## src/rtl/irb_pkg.sv

```systemverilog
// irb_pkg: shared constants and state type for the expansion-kernel RAM controller
package irb_pkg;
  localparam int KEX_N_ELEM = 288;
  localparam int KEX_DW = 10;
  typedef enum logic [1:0] {IDLE, LOAD, READY, READ} kex_state_t;
endpackage

```

## src/rtl/kex_addr_gen.sv

```systemverilog
// kex_addr_gen: base/length address counter wrapping at N_ELEM, holds when not advancing
module kex_addr_gen import irb_pkg::*; #(
  parameter int N_ELEM = KEX_N_ELEM,
  parameter int AW = $clog2(N_ELEM + 1)
) (
  input  logic          clk,
  input  logic          rst,
  input  logic          i_start,
  input  logic          i_adv,
  input  logic [AW-1:0] i_base,
  input  logic [AW-1:0] i_len,
  output logic [AW-1:0] o_addr,
  output logic [AW-1:0] o_prv,
  output logic [AW-1:0] o_len,
  output logic          o_last,
  output logic          o_done
);
  localparam logic [AW-1:0] LAST_A = AW'(N_ELEM - 1);
  logic [AW-1:0] r_addr, r_prv, r_cnt, r_len;
  // Restart on a new transfer; otherwise step the address and count on each advance.
  always_ff @(posedge clk) begin
    if (rst) begin
      r_addr <= '0;
      r_prv <= '0;
      r_cnt <= '0;
      r_len <= '0;
    end else if (i_start) begin
      r_addr <= i_base;
      r_prv <= i_base;
      r_cnt <= '0;
      r_len <= i_len;
    end else if (i_adv) begin
      r_prv <= r_addr;
      r_addr <= r_addr == LAST_A ? '0 : r_addr + AW'(1);
      r_cnt <= r_cnt + AW'(1);
    end
  end
  assign o_addr = r_addr;
  assign o_prv = r_prv;
  assign o_len = r_len;
  assign o_last = r_cnt == r_len - AW'(1);
  assign o_done = r_cnt == r_len;
endmodule

```

## src/rtl/kex_ram_ctrl.sv

```systemverilog
// kex_ram_ctrl: sole master of the expansion-kernel tile RAM; loads from the loader stream, serves ranged read bursts
// Optional KEX_CTRL_CHECK_EN adds a sticky err output flagging protocol violations.
module kex_ram_ctrl import irb_pkg::*; #(
  parameter int N_ELEM = KEX_N_ELEM,
  parameter int DW = KEX_DW,
  parameter int AW = $clog2(N_ELEM + 1)
) (
  input  logic          clk,
  input  logic          rst,
  input  logic          ld_start,
  input  logic [AW-1:0] ld_len,
  input  logic          ld_valid,
  input  logic [DW-1:0] ld_data,
  output logic          ld_ready,
  input  logic          rd_start,
  input  logic [AW-1:0] rd_base,
  input  logic [AW-1:0] rd_len,
  output logic [DW-1:0] rd_data,
  output logic          rd_valid,
  input  logic          rd_ready,
  output logic          rd_last,
  output logic [AW-1:0] ram_addr,
  output logic [DW-1:0] ram_data,
  output logic          ram_write,
  input  logic [DW-1:0] ram_res,
  output logic          tile_loaded,
  output logic          busy
`ifdef KEX_CTRL_CHECK_EN
  ,
  output logic          err
`endif
);
  localparam logic [AW-1:0] NW = AW'(N_ELEM);
  kex_state_t r_state;
  logic r_valid;
  logic [AW-1:0] r_out_cnt;
  logic [AW-1:0] w_ld_len, w_rd_len, w_rd_base, w_gen_addr, w_gen_prv, w_gen_len;
  logic w_ld_acc, w_rd_acc, w_hs_ld, w_hs_rd, w_stall, w_adv, w_gen_last, w_gen_done;
  assign w_ld_len = (ld_len == '0 || ld_len > NW) ? NW : ld_len;
  assign w_rd_len = (rd_len == '0 || rd_len > NW) ? NW : rd_len;
  assign w_rd_base = rd_base >= NW ? rd_base - NW : rd_base;
  assign w_ld_acc = ld_start && (r_state == IDLE || r_state == READY);
  assign w_rd_acc = rd_start && !ld_start && r_state == READY;
  assign w_hs_ld = r_state == LOAD && ld_valid;
  assign w_hs_rd = r_valid && rd_ready;
  assign w_stall = r_valid && !rd_ready;
  assign w_adv = r_state == LOAD ? w_hs_ld : (r_state == READ && !w_stall && !w_gen_done);
  kex_addr_gen #(.N_ELEM(N_ELEM), .AW(AW)) u_gen (
    .clk(clk),
    .rst(rst),
    .i_start(w_ld_acc || w_rd_acc),
    .i_adv(w_adv),
    .i_base(w_ld_acc ? '0 : w_rd_base),
    .i_len(w_ld_acc ? w_ld_len : w_rd_len),
    .o_addr(w_gen_addr),
    .o_prv(w_gen_prv),
    .o_len(w_gen_len),
    .o_last(w_gen_last),
    .o_done(w_gen_done)
  );
  // Sequence the controller and track the one-deep read pipeline behind the RAM.
  always_ff @(posedge clk) begin
    if (rst) begin
      r_state <= IDLE;
      r_valid <= 1'b0;
      r_out_cnt <= '0;
    end else begin
      r_state <= w_ld_acc ? LOAD : w_rd_acc ? READ :
                 ((w_hs_ld && w_gen_last) || (w_hs_rd && rd_last)) ? READY : r_state;
      r_valid <= r_state == READ && (w_stall || !w_gen_done);
      r_out_cnt <= w_rd_acc ? '0 : w_hs_rd ? r_out_cnt + AW'(1) : r_out_cnt;
    end
  end
  assign ld_ready = r_state == LOAD;
  assign ram_write = w_hs_ld;
  assign ram_data = w_hs_ld ? ld_data : '0;
  assign ram_addr = r_state == LOAD ? w_gen_addr : r_state == READ ? (w_stall ? w_gen_prv : w_gen_addr) : '0;
  assign rd_data = ram_res;
  assign rd_valid = r_valid;
  assign rd_last = r_valid && r_out_cnt == w_gen_len - AW'(1);
  assign tile_loaded = (r_state == READY && !ld_start) || r_state == READ;
  assign busy = r_state == LOAD || r_state == READ;
`ifdef KEX_CTRL_CHECK_EN
  logic r_err;
  // Latch any protocol violation until reset.
  always_ff @(posedge clk) begin
    if (rst) r_err <= 1'b0;
    else if ((ld_valid && r_state != LOAD) || (rd_start && r_state != READY) ||
             (w_ld_acc && (ld_len == '0 || ld_len > NW)) ||
             (w_rd_acc && (rd_len == '0 || rd_len > NW || rd_base >= NW))) r_err <= 1'b1;
  end
  assign err = r_err;
`endif
endmodule

```

## config.mk

```make
export PLATFORM = sky130hd
export DESIGN_NAME = kex_ram_ctrl
export DESIGN_NICKNAME = d
export VERILOG_FILES = /design/src/rtl/irb_pkg.sv /design/src/rtl/kex_addr_gen.sv /design/src/rtl/kex_ram_ctrl.sv
export SDC_FILE = /design/constraint.sdc
export NUM_CORES = 1
export LEC_CHECK = 0
export CAP_MARGIN = 5
export CORE_UTILIZATION = 45
export DETAILED_ROUTE_END_ITERATION = 8
export PLACE_DENSITY = 0.77
export SLEW_MARGIN = 0
export SYNTH_ARGS = -nofsm -noshare
export SYNTH_HDL_FRONTEND = slang
export SYNTH_SLANG_ARGS = --single-unit
```

## constraint.sdc

```tcl
create_clock -name clk -period 2.1 [get_ports clk]
set_input_delay 0.42 -clock clk [delete_from_list [all_inputs] [get_ports clk]]
set_output_delay 0.42 -clock clk [all_outputs]
set_load 0.05 [all_outputs]
```

==> impl_metrics.env <==
export IMPL_status="finished with violations"
export IMPL_failed_checks="setup timing"
export IMPL_worst_path_dominant_cell_family="compound AO/OA/AOI/OAI gates"
export IMPL_cp_depth=8
export IMPL_coreArea_um2=7330
export IMPL_layout_cells_most_common_list="85 x buf_4, 46 x nor2_1, 42 x dfxtp_1"
export IMPL_unique_masters_post_synth=71
export IMPL_ys_ff_latch=48
export IMPL_synth_yosys_seq_area_share_pct=27.8
export IMPL_path_buf_inv=2
export IMPL_synth_main_ff_cell="dfxtp_1"
export IMPL_critPathKind="reg -> out"
export IMPL_worst_ir_drop_vdd_mv=0.391
export IMPL_max_stage_delay_ns=0.36
export IMPL_report_final_setup_viol=3
export IMPL_design_area_um2=5350
export IMPL_antenna_found_initial=0
export IMPL_cts_num_sinks=48
export IMPL_gpl_congestion=0.917
export IMPL_half_perimeter_wire_length_of_the_detailed_placement_result_um=7790
export IMPL_drt_pre_antenna_iters=5
export IMPL_rrSetupSlack_ns=-0.32
export IMPL_p_leak_uw=0.00209
export IMPL_cts_tree="done"
export IMPL_critPathCaptureType="output port"
export IMPL_grt_max_degree=18
export IMPL_root_buffer_cell="clkbuf_8"
export IMPL_drt_wirelength_per_cell_um=16.6
export IMPL_first_pass_grt_wire_length_um=16900
export IMPL_setup_ws_ns=-0.413
export IMPL_final_nets=630
export IMPL_utilization_pct=72.9
export IMPL_wp_data_required_ns=1.68
export IMPL_antenna_violating_nets_post_route=0
export IMPL_post_synth_main_area_contributors="dfxtp_1 28%, xnor2_1 5.3%, nor2_1 5.1%"
export IMPL_rsz0062_at_grt="true"
export IMPL_dr_first_iter_drc_count=256
export IMPL_clk_latency_ns=0.32
export IMPL_dp_cells=650
export IMPL_fin_crit_ns=2.51
export IMPL_achievable_frequency_ghz=0.398
export IMPL_layout_drive_gt1_share_pct=34.2
export IMPL_globalRoute_totalOverflow=0
export IMPL_floorplan_die_height_um=89.7
export IMPL_crit_path_cell_trace="inv_2 -> ha_4 -> xor2_1 -> o2111ai_1 -> a311o_1 -> a211o_1 -> nor2_4 -> buf_12"
export IMPL_slowest_stage="dfxtp_2"
export IMPL_mappedNetlistArea_um2=3460
export IMPL_synth_cells=440
export IMPL_synth_avg_cell_area_um2=7.86
export IMPL_reg2reg_depth=10
export IMPL_crit_reg2reg_capture="r_state[0]"
export IMPL_synth_top_cell_area_share_pct=27.8
export IMPL_synth_edf_count=0
export IMPL_number_of_global_route_vias_before_repair=3686
export IMPL_place_area_um2=4930
export IMPL_row_count=31
export IMPL_worst_hold_class="reg -> reg"
export IMPL_floorplan_die_width_um=89.7
export IMPL_worstSetupStartpoint="u_gen.o_len[1]"
export IMPL_routed_wl_um=11100
export IMPL_worst_path_max_fanout=2
export IMPL_routed_via_count=3931
export IMPL_worstMarginPinSlew_ns=0.515
export IMPL_finalPower_uw=2620
export IMPL_cp_arrival_ns=2.09
export IMPL_power_per_cell_area_nw_per_um2=489
export IMPL_top_level_ports=88
export IMPL_timing_final_max_slew_violations=0
export IMPL_cts_buffers=5
export IMPL_final_common_cell="buf_4"
export IMPL_start_kind="flip-flop"
export IMPL_detail_route_vias_per_cell=5.85
export IMPL_skew_ns=0.0127
export IMPL_placement_setup_worst_slack_ns=-0.377
export IMPL_synth_yosys_warnings=0
export IMPL_cts_root_to_sink_buffers=2
export IMPL_syn_nets=498
export IMPL_port_buffers=67
export IMPL_maxCapViolCount=0
export IMPL_clkTransAtPathRegs_ns=0.10
export IMPL_post_route_period_util_pct=120
export IMPL_final_hold_viol_count=0
export IMPL_die_area_um2=8040
export IMPL_num_antenna_cells=0
export IMPL_initial_utilization_pct=47.2
export IMPL_synth_area_leader_cell="dfxtp_1"
export IMPL_regToRegStartpoint="u_gen.o_len[1]"
export IMPL_gr_usage_all_layers_pct=27.0
export IMPL_critical_path_endpoint="rd_last"
export IMPL_final_cell_count_without_fillers=672
export IMPL_synth_async_reset_ratio_pct=0
export IMPL_detail_route_drc_violations=0
export IMPL_slew_headroom_pct=65.6
export IMPL_clock_tree_htree_level_count=2
export IMPL_area_growth_synth_to_final_pct=54.5
-- kinds of logic after synthesis --
family,count (synthesis),share of synthesized area (%)
compound gates,123,26.4
fa+ha+maj,5,1.81
mux,4,1.34
simple gates,175,25.7
flops,48,27.8
buf+inv,50,7.45
xor+xnor,35,9.51
-- cells in the mapped netlist (4+ instances only) --
master	instances
inv_1	13
a211oi_2	7
and2_1	13
buf_4	14
nor2b_1	4
nand2_1	40
nand2b_1	9
dfxtp_1	48
o21ai_0	23
a211oi_1	15
nor2_1	47
a221oi_1	6
a31oi_1	4
buf_2	7
a21oi_1	17
nand3_1	13
ha_1	5
o21ai_1	10
xor2_1	11
a22o_1	10
nand4_1	5
nor3_1	10
or3_1	8
clkbuf_1	13
xnor2_1	21
-- stage by stage --
step	TNS, ns	hold slack, ns
floorplan	-0.159	0.458
global placement	-7.04	0.468
detailed placement	-8.11	0.480
CTS	-0.802	0.495
global route	-1.45	0.526
finish	-1.02	0.499
-- flip-flops by register name, summed over array words and instances (netlist names) --
register and cells:
u_gen.o_prv 9, u_gen.o_len 9, r_out_cnt 9, r_state 2, u_gen.o_addr 9, rd_valid 1
u_gen.r_cnt 9
-- final cells by class --
| class | count | area [um^2] |
|---|---|---|
| Timing Repair Buffer | 159 | 1630 |
| Fill cell | 503 | 1980 |
| Clock inverter | 2 | 13.8 |
| Multi-Input combinational cell | 344 | 2470 |
| Tap cell | 99 | 124 |
| Inverter | 14 | 52.6 |
| Sequential cell | 48 | 971 |
| Clock buffer | 6 | 82.6 |
-- how the worst min path moves through the flow --
| stage | cells past startpoint | from | to | slack (ns) |
|---|---|---|---|---|
| floorplan | 2 | r_out_cnt[5] | r_out_cnt[5] | 0.46 |
| global placement | 2 | r_out_cnt[5] | r_out_cnt[5] | 0.47 |
| detailed placement | 2 | r_out_cnt[5] | r_out_cnt[5] | 0.48 |
| CTS | 2 | r_out_cnt[5] | r_out_cnt[5] | 0.49 |
| global route | 2 | u_gen.o_prv[0] | u_gen.o_prv[0] | 0.53 |
| finish | 2 | r_out_cnt[5] | r_out_cnt[5] | 0.50 |
-- timing repair --
action,4_1_cts,5_1_grt
pin swaps,14,29
gates resized for setup,15,37
hold buffers,0,0
hold endpoints to repair,0,0
cloned,2,1
setup buffers,4,7
endpoints found under the setup margin,37,46
-- metal layers --
metal	wire length, um	vias to the layer above	part of all wire (%)	track usage, %
met5	0	-	0	0
met4	331	0	3.0	11.0
met3	817	33	7.3	5.12
met2	5360	202	48	46.2
met1	4620	1853	42	33.4
li1	-	1843	-	-
-- worst reg2reg max path, cell delays in order (launching register included) --
cell and delay [ns]:
dfxtp_2 0.36, inv_2 0.05, ha_4 0.27, xor2_1 0.14
o2111ai_1 0.11, a311o_1 0.29, a211o_1 0.28, buf_4 0.15
buf_4 0.13, o32ai_2 0.37, o22ai_1 0.14
-- power breakdown --
part	internal, uW	switching (uW)
Combinational	509	482
Sequential	952	48.0
Clock	270	355
Power figures use the tool's default switching activity.
